$ cat config.mk
export PLATFORM = sky130hd
export DESIGN_NAME = spi_slave_regfile
export DESIGN_NICKNAME = d
export VERILOG_FILES = /design/src/rtl/spi_pkg.sv /design/src/rtl/spi_sync_edge.sv /design/src/rtl/spi_slave_regfile.sv
export SDC_FILE = /design/constraint.sdc
export NUM_CORES = 1
export LEC_CHECK = 0
export CELL_PAD_IN_SITES_DETAIL_PLACEMENT = 0
export CELL_PAD_IN_SITES_GLOBAL_PLACEMENT = 1
export CORE_MARGIN = 2
export CORE_UTILIZATION = 55
export DETAILED_ROUTE_END_ITERATION = 7
export PLACE_DENSITY = 0.86
export SETUP_SLACK_MARGIN = 0.15
export SKIP_LAST_GASP = 1
export SLEW_MARGIN = 20
export SYNTH_ARGS = -nofsm -noshare
export SYNTH_HDL_FRONTEND = slang
export SYNTH_SLANG_ARGS = --single-unit
$ cat constraint.sdc
create_clock -name sys_clk -period 4.9 [get_ports sys_clk]
set_input_delay 0.98 -clock sys_clk [delete_from_list [all_inputs] [get_ports sys_clk]]
set_output_delay 0.98 -clock sys_clk [all_outputs]
set_load 0.02 [all_outputs]
$ cat src/rtl/spi_pkg.sv
`timescale 1ns/1ps
`default_nettype none
// ============================================================================
// Module      : spi_pkg
// Description : Shared types and constants for the SPI register-file slave.
// Revision    : 1.0 - initial release
// ============================================================================
package spi_pkg;

  // Frame state: waiting for CS, shifting the command byte, moving data bytes.
  typedef enum logic [1:0] {
    ST_IDLE = 2'd0,
    ST_CMD  = 2'd1,
    ST_DATA = 2'd2
  } spi_state_e;

  localparam int SPI_CMD_RD_BIT  = 7;
  localparam int SPI_ADDR_W      = 7;
  localparam int SPI_SYNC_STAGES = 2;

  // Burst address step: the last implemented register wraps to 0, anything
  // else (including out-of-range addresses) simply counts up.
  function automatic logic [SPI_ADDR_W-1:0] spi_addr_inc(
    input logic [SPI_ADDR_W-1:0] addr,
    input logic [SPI_ADDR_W:0]   depth
  );
    if ({1'b0, addr} == (depth - 8'd1)) begin
      return '0;
    end
    return addr + 7'd1;
  endfunction

endpackage
`default_nettype wire

$ cat src/rtl/spi_sync_edge.sv
`timescale 1ns/1ps
`default_nettype none
// ============================================================================
// Module      : spi_sync_edge
// Description : Multi-flop synchronizer for one asynchronous input with
//               rise/fall pulse detection on the synchronized level.
// Revision    : 1.0 - initial release
// ============================================================================
module spi_sync_edge
  import spi_pkg::*;
#(
  parameter int   STAGES    = SPI_SYNC_STAGES,
  parameter logic RESET_VAL = 1'b0
) (
  input  logic clk,
  input  logic rstb,
  input  logic i_din,
  output logic o_level,
  output logic o_rise,
  output logic o_fall
);

  logic [STAGES-1:0] r_sync;
  logic              r_prev;

  generate
    if (STAGES == 1) begin : g_single
      // Single capture flop.
      always_ff @(posedge clk) begin
        if (!rstb) begin
          r_sync <= {STAGES{RESET_VAL}};
        end else begin
          r_sync <= i_din;
        end
      end
    end else begin : g_multi
      // Shift the raw input through the synchronizer chain.
      always_ff @(posedge clk) begin
        if (!rstb) begin
          r_sync <= {STAGES{RESET_VAL}};
        end else begin
          r_sync <= {r_sync[STAGES-2:0], i_din};
        end
      end
    end
  endgenerate

  // Previous synchronized level, used for edge detection.
  always_ff @(posedge clk) begin
    if (!rstb) begin
      r_prev <= RESET_VAL;
    end else begin
      r_prev <= r_sync[STAGES-1];
    end
  end

  assign o_level = r_sync[STAGES-1];
  assign o_rise  = r_sync[STAGES-1] & ~r_prev;
  assign o_fall  = ~r_sync[STAGES-1] & r_prev;

endmodule
`default_nettype wire

$ cat src/rtl/spi_slave_regfile.sv
`timescale 1ns/1ps
`default_nettype none
// ============================================================================
// Module      : spi_slave_regfile
// Description : SPI mode-0 slave with a byte-wide register file. SPI pins are
//               oversampled in the sys_clk domain. Frames are a command byte
//               (bit 7 = read, bits 6:0 = address) followed by data bytes.
//               Committed writes are reported on the wr_* strobe port.
// Options     : define SPI_SLAVE_AUTOINC_EN for burst address increment.
// Revision    : 1.0 - initial release
// ============================================================================
module spi_slave_regfile
  import spi_pkg::*;
#(
  parameter int DEPTH = 16
) (
  input  logic                  sys_clk,
  input  logic                  rstb,
  input  logic                  spi_clk_i,
  input  logic                  spi_mosi_i,
  input  logic                  spi_cs_i,
  output logic                  spi_miso_o,
  output logic                  wr_valid_o,
  output logic [SPI_ADDR_W-1:0] wr_addr_o,
  output logic [7:0]            wr_data_o
);

  localparam int                IDX_W   = (DEPTH > 1) ? $clog2(DEPTH) : 1;
  localparam logic [SPI_ADDR_W:0] c_depth = DEPTH[SPI_ADDR_W:0];

  // --------------------------------------------------------------------------
  // Input capture
  // --------------------------------------------------------------------------
  logic w_sclk_lvl, w_sclk_rise, w_sclk_fall;
  logic w_mosi_lvl, w_mosi_rise, w_mosi_fall;
  logic w_cs_lvl,   w_cs_rise,   w_cs_fall;

  spi_sync_edge #(.STAGES(SPI_SYNC_STAGES), .RESET_VAL(1'b0)) u_sync_sclk (
    .clk     (sys_clk),
    .rstb    (rstb),
    .i_din   (spi_clk_i),
    .o_level (w_sclk_lvl),
    .o_rise  (w_sclk_rise),
    .o_fall  (w_sclk_fall)
  );

  spi_sync_edge #(.STAGES(SPI_SYNC_STAGES), .RESET_VAL(1'b0)) u_sync_mosi (
    .clk     (sys_clk),
    .rstb    (rstb),
    .i_din   (spi_mosi_i),
    .o_level (w_mosi_lvl),
    .o_rise  (w_mosi_rise),
    .o_fall  (w_mosi_fall)
  );

  // CS resets to the asserted level so that releasing reset in the middle of
  // a frame cannot fake a CS fall; the frame stays ignored until CS cycles.
  spi_sync_edge #(.STAGES(SPI_SYNC_STAGES), .RESET_VAL(1'b0)) u_sync_cs (
    .clk     (sys_clk),
    .rstb    (rstb),
    .i_din   (spi_cs_i),
    .o_level (w_cs_lvl),
    .o_rise  (w_cs_rise),
    .o_fall  (w_cs_fall)
  );

  // Synchronizer outputs this block has no use for.
  logic w_unused;
  assign w_unused = &{1'b0, w_sclk_lvl, w_mosi_rise, w_mosi_fall, w_cs_lvl};

  // An SCLK edge coinciding with the CS fall is dropped.
  logic w_sclk_rise_ok, w_sclk_fall_ok;
  assign w_sclk_rise_ok = w_sclk_rise & ~w_cs_fall;
  assign w_sclk_fall_ok = w_sclk_fall & ~w_cs_fall;

  // --------------------------------------------------------------------------
  // Datapath state
  // --------------------------------------------------------------------------
  spi_state_e             r_state, w_state_nxt;
  logic [2:0]             r_bit_cnt;
  logic [7:0]             r_shift_in;
  logic [7:0]             r_shift_out;
  logic                   r_miso;
  logic [SPI_ADDR_W-1:0]  r_addr;
  logic                   r_rd;
  logic                   r_wr_pend;
  logic [SPI_ADDR_W-1:0]  r_wr_addr;
  logic [7:0]             r_wr_data;
  logic [7:0]             r_regs [DEPTH];

  logic [7:0]             w_mosi_byte;
  logic                   w_addr_ok;
  logic [7:0]             w_rd_byte;
  logic [SPI_ADDR_W-1:0]  w_addr_nxt;

  assign w_mosi_byte = {r_shift_in[6:0], w_mosi_lvl};
  assign w_addr_ok   = ({1'b0, r_addr} < c_depth);
  assign w_rd_byte   = w_addr_ok ? r_regs[r_addr[IDX_W-1:0]] : 8'h00;

`ifdef SPI_SLAVE_AUTOINC_EN
  assign w_addr_nxt  = spi_addr_inc(r_addr, c_depth);
`else
  assign w_addr_nxt  = r_addr;
`endif

  // --------------------------------------------------------------------------
  // Frame FSM
  // --------------------------------------------------------------------------

  // State register.
  always_ff @(posedge sys_clk) begin
    if (!rstb) begin
      r_state <= ST_IDLE;
    end else begin
      r_state <= w_state_nxt;
    end
  end

  // Next state: CS rise always ends the frame, a CS fall always restarts it.
  always_comb begin
    w_state_nxt = r_state;
    if (w_cs_rise) begin
      w_state_nxt = ST_IDLE;
    end else if (w_cs_fall) begin
      w_state_nxt = ST_CMD;
    end else begin
      case (r_state)
        ST_IDLE: w_state_nxt = ST_IDLE;
        ST_CMD: begin
          if (w_sclk_rise_ok && (r_bit_cnt == 3'd7)) begin
            w_state_nxt = ST_DATA;
          end
        end
        ST_DATA: w_state_nxt = ST_DATA;
        default: w_state_nxt = ST_IDLE;
      endcase
    end
  end

  // Bit shifting, command decode, read serialisation and write staging.
  always_ff @(posedge sys_clk) begin
    if (!rstb) begin
      r_bit_cnt   <= '0;
      r_shift_in  <= '0;
      r_shift_out <= '0;
      r_miso      <= 1'b0;
      r_addr      <= '0;
      r_rd        <= 1'b0;
      r_wr_pend   <= 1'b0;
      r_wr_addr   <= '0;
      r_wr_data   <= '0;
    end else begin
      r_wr_pend <= 1'b0;
      if (w_cs_rise || w_cs_fall) begin
        // Frame boundary: any partial byte is dropped here.
        r_bit_cnt <= '0;
        r_miso    <= 1'b0;
      end else begin
        case (r_state)
          ST_CMD: begin
            if (w_sclk_rise_ok) begin
              r_shift_in <= w_mosi_byte;
              r_bit_cnt  <= r_bit_cnt + 3'd1;
              if (r_bit_cnt == 3'd7) begin
                r_addr <= w_mosi_byte[SPI_ADDR_W-1:0];
                r_rd   <= w_mosi_byte[SPI_CMD_RD_BIT];
              end
            end
          end
          ST_DATA: begin
            if (r_rd) begin
              // Reads are driven on SCLK falls; the first fall of each byte
              // loads a fresh register value and presents its MSB.
              if (w_sclk_fall_ok) begin
                r_bit_cnt <= r_bit_cnt + 3'd1;
                if (r_bit_cnt == 3'd0) begin
                  r_miso      <= w_rd_byte[7];
                  r_shift_out <= {w_rd_byte[6:0], 1'b0};
                  r_addr      <= w_addr_nxt;
                end else begin
                  r_miso      <= r_shift_out[7];
                  r_shift_out <= {r_shift_out[6:0], 1'b0};
                end
              end
            end else if (w_sclk_rise_ok) begin
              r_shift_in <= w_mosi_byte;
              r_bit_cnt  <= r_bit_cnt + 3'd1;
              if (r_bit_cnt == 3'd7) begin
                // Stage the completed byte; out-of-range writes vanish here.
                r_wr_pend <= w_addr_ok;
                r_wr_addr <= r_addr;
                r_wr_data <= w_mosi_byte;
                r_addr    <= w_addr_nxt;
              end
            end
          end
          default: r_miso <= 1'b0;
        endcase
      end
    end
  end

  // Commit staged writes to the register file and report them for one cycle.
  always_ff @(posedge sys_clk) begin
    if (!rstb) begin
      for (int i = 0; i < DEPTH; i++) begin
        r_regs[i] <= 8'h00;
      end
      wr_valid_o <= 1'b0;
      wr_addr_o  <= '0;
      wr_data_o  <= 8'h00;
    end else begin
      wr_valid_o <= r_wr_pend;
      if (r_wr_pend) begin
        r_regs[r_wr_addr[IDX_W-1:0]] <= r_wr_data;
        wr_addr_o                    <= r_wr_addr;
        wr_data_o                    <= r_wr_data;
      end
    end
  end

  assign spi_miso_o = r_miso;

endmodule
`default_nettype wire
Word-level counts from Yosys, hierarchy flattened. Memory sizes are Yosys's and may differ from the RTL's. A register that Yosys moved wholly into a read port is not among the register bits. Index checks and enable logic that the tools add are counted. W data, S select, Z words.

Register bits after elaboration: 70. Bits in latches: 0. Bits in writable memories: 128. Memory bits (read-only): 0. Input bits: 5. Output and inout port bits: 17. Word-level logic and storage cells: 89. Memories: 1.

Add/subtract/negate cells: 1. Multipliers: 0. Div/mod/pow operators: 0. Order comparisons: 1. Equal/unequal tests: 9. Shift-type cells: 0. Multiplexer cells: 25. Bitwise operators: 18. Reduce and logical (&&, ||, !) cells: 15.

Memories: r_regs (depth 16, width 8, read ports 1, clocked after Yosys merged registers in 1, wr ports 16, RTL line spi_slave_regfile.sv:89) `logic [7:0] r_regs [DEPTH];`.

Operator list (number): $mux W8 (5); $pmux W8 S2 (1); $mux W4 (3); $not A1 Y1 (12); $mux W1 (9); $mux W3 (3); $ne A2 B2 Y1 const B (4); $reduce_and A4 Y1 (2); $reduce_or A8 Y1 (1); $lt A7 B5 Y1 const B (1); $and A1 B1 Y1 (6); $ne A3 B3 Y1 const B (2); $pmux W3 S2 (1); $reduce_and A3 Y1 (2); $reduce_or A6 Y1 (1); $reduce_and A5 Y1 (1); $pmux W2 S2 (1); $reduce_or A2 Y1 (2); $add A3 B1 Y3 const B (1); $eq A3 B3 Y1 const B (1); $logic_not A3 Y1 (1); $reduce_or A3 Y1 (1); $eq A2 B1 Y1 const B (1); $eq A2 B2 Y1 const B (1); other kinds (6) (6).

Longest topological paths before layout. Gate-level depths: netlist (run 1).

Depth in word-level cells: 8. Depth in mapped cells: 8. Depth with buffers taken out: 6.

Hierarchy. Synthesis (run 1) repeated with hierarchy kept, for this count alone.

Cell total of the unflattened synthesis: 642. Area, all modules: 8768.4 µm².

Modules (own cells, without submodules): spi_slave_regfile (instances 1, cells an instance 618, area each 8494.4 µm², seq. area each 5124.9 µm²); spi_sync_edge (instances 3, cells an instance 8, area each 91.3 µm², seq. area each 60.1 µm²).

Worst setup path before layout (run 1). No wires, ideal clock.

Kind: input to register. Start point: input port rstb. End point: memory r_regs[8][0], enable pin. Setup time: 384 ps. Arrival: 2420 ps. Required time: 4516 ps. Slack: 2096 ps. Cell stages on the path: 5. Buffers on the path: 2. Cells stage by stage: clkbuf_1 -> nand2_1 -> or3_1 -> clkbuf_1 -> o21ai_0.

RTL lines: start: declaration (RTL line spi_slave_regfile.sv:18) `input logic rstb,`; end: declaration (RTL line spi_slave_regfile.sv:89).

==> run summary, run 1 <==
internal power -> 2.59 mW
Gate power share -> 0.024
io pins -> 22
fin nets -> 676
post-synthesis cell type count -> 44
xor/xnor share of the synthesized area -> 0
Cell Area, Synth -> 8640 um^2
vias in the first global route -> 5002
CP endpoint -> r_regs[1][0]$_SDFFCE_PN0P_
clk sinks -> 200
simple-gate portion of the synthesized area -> 0.165
total number of vias -> 5080
Final min period -> 3.12 ns
total grt overflow -> 0
EDFF count, synth -> 128
area share of the largest cell type after synthesis -> 0.445
pin count of the biggest net entering global routing -> 37
CTS tree -> done
status -> complete, no violations
fraction of layout cells with a size suffix above 1 -> 0.131
reg2reg path depth -> 4
max-slew violations -> 0
Syn. warnings -> 0
largest family of logic cells by synthesized area -> simple AND/OR/NAND/NOR gates
leakage -> 3.61 nW
Fin. Hold Viols -> 0
TNS Setup -> 0 ns
startpoint types -> input port
relative slew slack -> 0.292
FP Rows -> 45
Req. time, crit path -> 5.00 ns
storage element area -> 5290 um^2
Worst Hold Slack -> 0.439 ns
antenna violations before repair -> 0
Slew @ Worst Pin -> 1.05 ns
critical path peak fanout -> 36
Hold Path Class -> flop to flop
drt pass-1 iters -> 5
Num CTS Buffers -> 17
total setup buffers inserted after CTS -> 0
mux cell area share after synthesis -> 0.156
top area cells in the synthesized netlist -> edfxtp_1 (44%), dfxtp_1 (17%), and2_1 (9.9%)
final core occ -> 0.632
synthesis-to-finish area growth -> 11.5%
total die area -> 16700 um^2
Seq pwr share -> 0.563
Avg Vias per Cell -> 5.72
cell with the most instances after synthesis -> and2_1
GRT Util Overall -> 0.239
Main synth FF type -> edfxtp_1
sw power -> 0.681 mW
sequential cell area fraction in the yosys report -> 0.612
DR iter-0 viols -> 303
cts hold-fix bufs -> 0
crit path from -> rstb
sw frac -> 0.208
worst reg2reg startpoint -> r_wr_pend$_SDFF_PP0_
RSZ-0062 raised after global routing -> false
die width -> 129 um
Worst Setup End Kind -> flop
Cells after DPL -> 855
Async SR Flop Fraction -> 0
Post-Place Setup Slack -> 1.39 ns
# fillers -> 1129
Die Ht -> 129 um
number of H-tree levels -> 4
Final Cycle Share -> 0.636
clock skew -> 0.0121 ns
total power -> 3.27 mW
Finished Layout Cells -> 888
Core ar. -> 15300 um^2
Total Wirelength -> 18500 um
syn_nets -> 657
Antenna Cells -> 0
Max VDD drop -> 0.240 mV
R2R Setup Slk -> 2.12 ns
Routed Antenna Nets -> 0
WS Path Type -> input port to flop
clock power share -> 0.412
WL per Instance -> 20.8 um
clock-pin slew on the worst setup and hold paths -> 0.07 ns
reg2reg end -> r_regs[0][2]$_SDFFCE_PN0P_
Max-Cap Viols -> 0
initial cell density of the core -> 0.566
CTS max path bufs -> 2
post_cts resized -> 0
cell taking the most area after synthesis -> edfxtp_1
Adder-Cell Fraction of Synth Area -> 0.0101
setup violators final -> 0
placer congestion estimate -> 0.861
CP max stage cell -> nor3_1
area of the multi-input gates -> 3150 um^2
count of input and output buffers -> 21
FMAX -> 321 MHz
Largest stage delay, worst path -> 0.64 ns
global-route wire length before repair -> 28900 um
Post-Syn Instances -> 645
Post-DP HPWL -> 12100 um
clk_lat worst skew -> 0.44 ns
ranking of synthesized cells by instance count -> and2_1 (137), edfxtp_1 (128), dfxtp_1 (72)
Placed Area -> 9050 um^2
Critical Path AT -> 3.21 ns
Power Dens Cells -> 339 nW/um^2
Finished Cell Area -> 9640 um^2
Compound-Gate Fraction of Synth Area -> 0.0342
setup ws final -> 1.78 ns
DRC viols -> 0
clock root cell -> clkbuf_16
post-synthesis register bit count -> 200
Avg Cell Area, Syn -> 13.4 um^2
cell chain of the critical path -> clkdlybuf4s50_1 > buf_4 > nand4b_1 > nor3_1 > nand2b_1
power by group through the flow:
stage                     sequential, mW  clock, mW  combinational, mW
after floorplan                     1.87          0             0.0529
after global placement              1.88          0             0.0778
after detailed placement            1.88          0             0.0801
after CTS                           1.84       1.36             0.0801
after global routing                1.85       1.43             0.0869
final                               1.84       1.35             0.0801
area by class of cell:
cell class,instances,area share
clock inverters,11,0.00883
clock buffers,21,0.0511
inverters,10,0.00389
well taps,211,0.0274
flip-flops and latches,200,0.549
repair buffers,35,0.0331
multi-input cells,400,0.327
layout by cell type, fill, tap and decap left out, types with 2 or more instances in the layout:
cell,instances
a21oi_1,8
edfxtp_1,128
dfxtp_1,70
clkdlybuf4s50_1,21
nand2b_1,8
inv_1,10
ha_1,7
nor3_2,2
mux4_2,23
or3_1,2
nor3_1,6
nand3_1,4
o21ai_0,18
mux2_2,15
nand2_1,11
mux4_1,6
dfxtp_2,2
clkinv_4,5
and2_1,137
buf_4,13
a22oi_1,5
clkbuf_16,19
mux2i_1,50
inv_6,3
nor2b_1,4
nand4b_1,2
nand3b_1,3
nor3b_1,2
clkinv_2,3
nand4_1,5
nor2_1,62
a221oi_1,6
registers in the layout (all words and copies together), names as in the netlist, named ones only:
name,cells
r_addr,7
u_sync_cs.r_sync,2
u_sync_mosi.r_sync,2
r_bit_cnt,3
u_sync_cs.r_prev,1
r_state,2
spi_miso_o,1
r_rd,1
r_shift_out,7
r_wr_data,8
r_shift_in,7
u_sync_sclk.r_prev,1
wr_valid_o,1
r_wr_pend,1
r_wr_addr,7
wr_addr_o,7
r_regs,128
wr_data_o,8
u_sync_sclk.r_sync,2
critical path, delay by kind of cell:
family / cells / cell delay, ns
buffers and inverters: 2 / 0.85
and+or+nand+nor: 3 / 1.36
worst min path at each step:
stage | startpoint | endpoint | slack [ns] | cells after the start
3_5_place_dp | u_sync_mosi.r_sync[0]$_SDFF_PN0_ | u_sync_mosi.r_sync[1]$_SDFF_PN0_ | 0.42 | 1
5_1_grt | u_sync_sclk.r_sync[0]$_SDFF_PN0_ | u_sync_sclk.r_sync[1]$_SDFF_PN0_ | 0.46 | 1
4_1_cts | u_sync_cs.r_sync[0]$_SDFF_PN0_ | u_sync_cs.r_sync[1]$_SDFF_PN0_ | 0.44 | 1
6_report | u_sync_cs.r_sync[0]$_SDFF_PN0_ | u_sync_cs.r_sync[1]$_SDFF_PN0_ | 0.44 | 1
2_1_floorplan | u_sync_cs.r_sync[0]$_SDFF_PN0_ | u_sync_cs.r_sync[1]$_SDFF_PN0_ | 0.41 | 1
3_3_place_gp | u_sync_cs.r_sync[0]$_SDFF_PN0_ | u_sync_cs.r_sync[1]$_SDFF_PN0_ | 0.42 | 1
per-layer routing:
metal / vias up / routed length (um) / part of all wire / GRT usage
met2: 148 / 8560 / 0.46 / 0.369
met5: - / 0 / 0 / 0
met4: 0 / 445 / 0.024 / 0.0946
met3: 25 / 1020 / 0.055 / 0.0438
li1: 2371 / - / - / -
met1: 2536 / 8460 / 0.46 / 0.340
kinds of logic (layout without fill, tap and decap cells):
kind of cell    count (synthesis)  in the layout
fa+ha+maj                       7              7
flops                         200            200
buf+inv                        45             77
compound gates                 46             46
mux                            94             94
simple gates                  253            253
Power figures use the tool's default switching activity.
==> run 2, diff against run 1 <==
CORE_UTILIZATION = 51   (was 55)
PLACE_DENSITY = 0.81   (was 0.86)
clock period = 3.15 ns   (was 4.9 ns; I/O delays follow)
==> run 2 against run 1 <==
  * Register-to-register slack lost 1.3 ns
  * Sequential power increased by 56%
  * Clock-buffer cell count rose by 2
  * Design area grew 1.4%
  * Critical path depth stayed put
  * Total power rose by 58%
  * Non-clock buffer count up 12
  * Die area rose by 7.6%
  * Final cell count is 2.4% higher
  * Combinational power increased by 59%
  * Hold slack worse by 0.0045 ns
  * Sequential share of layout area down 0.77 points
==> run summary, run 2 (synthesis results as in run 1) <==
status -> complete, no violations
vias in the first global route -> 5110
fin nets -> 688
Largest Register -> r_regs
Num CTS Buffers -> 17
clock skew -> 0.00944 ns
R2R Setup Slk -> 0.81 ns
Slew @ Worst Pin -> 0.887 ns
Final min period -> 2.42 ns
met2 usage -> 0.363
cell chain of the critical path -> clkdlybuf4s50_1 > nand2_1 > or3_1 > nor3_2 > nand2b_1
Post-DP HPWL -> 12800 um
placer congestion estimate -> 0.851
WS Path Type -> input port to flop
Largest stage delay, worst path -> 0.61 ns
setup violators final -> 0
commonest non-fill, non-tap cell in the layout -> and2_1
gr busiest metal -> met2
antenna violations before repair -> 0
io pins -> 22
post_cts resized -> 0
Post-Place Setup Slack -> 0.308 ns
fraction of layout cells with a size suffix above 1 -> 0.144
Fin. Hold Viols -> 0
Avg Vias per Cell -> 5.61
drt pass-1 iters -> 5
Worst Setup End Kind -> flop
FP Rows -> 47
clock root cell -> clkbuf_16
synthesis-to-finish area growth -> 13.1%
Antenna Cells -> 0
met3 Usage GRT -> 0.0544
startpoint types -> input port
cts hold-fix bufs -> 0
setup ws final -> 0.728 ns
Final Cycle Share -> 0.769
global-route wire length before repair -> 29800 um
initial cell density of the core -> 0.521
Routed Antenna Nets -> 0
CTS max path bufs -> 2
WL per Instance -> 20.9 um
total die area -> 18000 um^2
pin count of the biggest net entering global routing -> 48
Critical Path AT -> 2.52 ns
leakage -> 3.69 nW
die width -> 134 um
DRC viols -> 0
total number of vias -> 5103
total setup buffers inserted after CTS -> 0
Core ar. -> 16600 um^2
relative slew slack -> 0.408
most frequent cells in the layout -> and2_1 (137), edfxtp_1 (128), dfxtp_1 (71)
total grt overflow -> 0
Die Ht -> 134 um
Req. time, crit path -> 3.24 ns
number of H-tree levels -> 4
clk sinks -> 200
GRT Util Overall -> 0.226
largest registers -> r_regs (128), r_wr_data (8), wr_data_o (8)
count of input and output buffers -> 21
RSZ-0062 raised after global routing -> false
Max VDD drop -> 0.388 mV
CP max stage cell -> clkdlybuf4s50_1
max-slew violations -> 0
DR iter-0 viols -> 414
critical path peak fanout -> 9
Largest register FFs -> 128
CTS tree -> done
FMAX -> 413 MHz
Max-Cap Viols -> 0
clk_lat worst skew -> 0.43 ns
TNS Setup -> 0 ns
met1 Use GR -> 0.311
Power Dens Cells -> 529 nW/um^2
Hold Path Class -> flop to flop
clock-pin slew on the worst setup and hold paths -> 0.07 ns
Total Wirelength -> 19000 um
## run 2: worst paths after layout
path	start	end	depth (start not counted)
min reg2reg	u_sync_cs.r_sync[0]$_SDFF_PN0_	u_sync_cs.r_sync[1]$_SDFF_PN0_	1
max	rstb	r_regs[0][2]$_SDFFCE_PN0P_	5
min	u_sync_cs.r_sync[0]$_SDFF_PN0_	u_sync_cs.r_sync[1]$_SDFF_PN0_	1
max reg2reg	u_sync_cs.r_prev$_SDFF_PN0_	r_shift_out[1]$_SDFFE_PN0P_	6
## run 2: per-stage QoR
step	std cells	area [um^2]	total power, mW	hold WS (ns)	utilization
after global routing	909	9770	5.33	0.457	0.589
after detailed placement	877	9170	3.05	0.424	0.553
after CTS	909	9770	5.20	0.441	0.589
after global placement	877	9170	3.05	0.414	0.553
final	909	9770	5.17	0.434	0.589
after floorplan	645	8640	3.00	0.412	-
## run 2: area by class of cell
class	instances	area (um^2)
Clock buffer	23	532
Clock inverter	9	72.6
Fill cell	1305	6810
Inverter	10	37.5
Multi-Input combinational cell	400	3150
Sequential cell	200	5290
Tap cell	220	275
Timing Repair Buffer	47	418
## run 2: where the power goes
group | switching [mW] | internal [mW]
Combinational | 0.0764 | 0.0511
Clock | 0.937 | 1.24
Sequential | 0.0237 | 2.84
## run 2: worst max-delay path, delay by kind of cell
family,cells,cell delay [ns]
AND/OR/NAND/NOR,4,1.27
buffers and inverters,1,0.61
## run 2: metal layers
metal  wire (um)  vias to the layer above
met3         958                       25
met4         275                        0
met5           0                        -
met2        9320                      127
met1        8460                     2561
li1            -                     2390
==> run 3, diff against run 2 <==
CORE_UTILIZATION = 46   (was 51)
PLACE_DENSITY = 0.77   (was 0.81)
clock period = 2.04 ns   (was 3.15 ns; I/O delays follow)
==> run 3 against run 2 <==
  * Critical path type is now flop to flop
  * Hold slack improved by 0.0021 ns
  * Critical endpoint is now r_shift_out[5]$_SDFFE_PN0P_
  * Total power rose by 55%
  * Via count up 3.2%
==> run summary, run 3 (synthesis results as in run 1) <==
status -> complete, no violations
total number of vias -> 5266
WS Path Type -> flop to flop
Max-Cap Viols -> 0
total grt overflow -> 0
clock-pin slew on the worst setup and hold paths -> 0.07 ns
CP endpoint -> r_shift_out[5]$_SDFFE_PN0P_
clock root cell -> clkbuf_16
met3 WL -> 1230 um
drt pass-1 iters -> 5
placer congestion estimate -> 0.883
FP Rows -> 50
WL per Instance -> 20.3 um
Max VDD drop -> 0.588 mV
Total Wirelength -> 19500 um
count of input and output buffers -> 21
startpoint types -> flop
Largest register FFs -> 128
die width -> 141 um
fraction of layout cells with a size suffix above 1 -> 0.208
R2R Setup Slk -> 0.11 ns
clock skew -> 0.0103 ns
Avg Vias per Cell -> 5.46
Power Dens Cells -> 783 nW/um^2
synthesis-to-finish area growth -> 18.4%
critical path peak fanout -> 10
Slew @ Worst Pin -> 0.865 ns
CTS tree -> done
Routed Antenna Nets -> 0
cts hold-fix bufs -> 0
pin count of the biggest net entering global routing -> 31
Final min period -> 1.93 ns
Max Used Layer -> met4
number of H-tree levels -> 4
M1 WL -> 8610 um
reg2reg path depth -> 6
largest registers -> r_regs (128), r_wr_data (8), wr_data_o (8)
Core ar. -> 18600 um^2
FMAX -> 518 MHz
metal2 WL -> 9310 um
GRT Util Overall -> 0.206
RSZ-0062 raised after global routing -> true
initial cell density of the core -> 0.465
reg2reg end -> r_shift_out[5]$_SDFFE_PN0P_
max-slew violations -> 0
DRC viols -> 0
Req. time, crit path -> 2.36 ns
Worst Hold Slack -> 0.436 ns
antenna violations before repair -> 1
Antenna Cells -> 0
io pins -> 22
relative slew slack -> 0.423
global-route wire length before repair -> 30100 um
Largest Register -> r_regs
vias in the first global route -> 5268
Post-DP HPWL -> 13700 um
Hold Path Class -> flop to flop
fin nets -> 729
setup violators final -> 0
# fillers -> 1501
Die Ht -> 141 um
DR iter-0 viols -> 371
Num CTS Buffers -> 17
clk_lat worst skew -> 0.43 ns
Finished Layout Cells -> 964
Fin. Hold Viols -> 0
leakage -> 3.96 nW
total die area -> 19900 um^2
clk sinks -> 200
commonest non-fill, non-tap cell in the layout -> and2_1
Critical Path AT -> 2.25 ns
Final Cycle Share -> 0.947
CTS max path bufs -> 2
Worst Setup End Kind -> flop
Cells after DPL -> 926
most frequent cells in the layout -> and2_1 (137), edfxtp_1 (128), dfxtp_1 (71)
-- run 3: cell count changes in the layout (fill, tap and decap cells not counted), moves of 3 or more --
cell and delta:
a221oi_1 -5, a221oi_2 +5, buf_12 +5, clkinv_4 -3, inv_8 +6, inv_6 +4
o21ai_1 +3, buf_4 +35, o21ai_0 -3
-- run 3: power breakdown --
part | switching (mW) | leakage (nW) | internal [mW]
combinational | 0.123 | 1.79 | 0.101
clock | 1.59 | 0.299 | 1.77
sequential | 0.0396 | 1.88 | 4.39
total | 1.75 | 3.96 | 6.26
-- run 3: metal layers --
layer / global-route usage / vias up
met2: 0.332 / 155
met4: 0.0668 / 0
met1: 0.275 / 2603
met3: 0.0523 / 31
met5: 0 / -
li1: - / 2477
-- run 3: critical path, stage by stage (launching register included) --
cell and delay (ns):
dfxtp_2 0.35, buf_12 0.16, buf_4 0.16, mux4_2 0.51, mux2_2 0.31, a221oi_2 0.23, a21oi_1 0.09
-- run 3: repair_timing --
item	4_1_cts	5_1_grt
pin swaps	0	1
setup endpoints to repair	14	16
gates resized for setup	8	7
buffers inserted	3	3
-- run 3: area by class of cell --
type	count	area, um^2	area share
flip-flops and latches	200	5290	0.517
multi-input cells	400	3230	0.316
repair buffers	88	795	0.0776
clock buffers	19	454	0.0444
well taps	234	293	0.0286
clock inverters	13	135	0.0132
inverters	10	37.5	0.00367
-- run 3: per-stage QoR --
step	power (mW)	util	TNS [ns]	cell area (um^2)	setup slack (ns)
2_1_floorplan	4.63	-	0	8670	0.0928
3_3_place_gp	4.73	0.513	-8.39	9530	-0.162
3_5_place_dp	4.74	0.513	-9.46	9530	-0.128
4_1_cts	8.05	0.548	0	10200	0.0941
5_1_grt	8.25	0.551	0	10200	0.0607
6_report	8.01	0.551	0	10200	0.108
-- run 3: worst min-delay path by stage --
stage               cells after the start                             end  slack [ns]                           start
CTS                                     1  u_sync_cs.r_sync[1]$_SDFF_PN0_        0.44  u_sync_cs.r_sync[0]$_SDFF_PN0_
detailed placement                      1  u_sync_cs.r_sync[1]$_SDFF_PN0_        0.42  u_sync_cs.r_sync[0]$_SDFF_PN0_
finish                                  1  u_sync_cs.r_sync[1]$_SDFF_PN0_        0.44  u_sync_cs.r_sync[0]$_SDFF_PN0_
global placement                        1  u_sync_cs.r_sync[1]$_SDFF_PN0_        0.42  u_sync_cs.r_sync[0]$_SDFF_PN0_
global route                            1  u_sync_cs.r_sync[1]$_SDFF_PN0_        0.45  u_sync_cs.r_sync[0]$_SDFF_PN0_
floorplan                               1  u_sync_cs.r_sync[1]$_SDFF_PN0_        0.41  u_sync_cs.r_sync[0]$_SDFF_PN0_
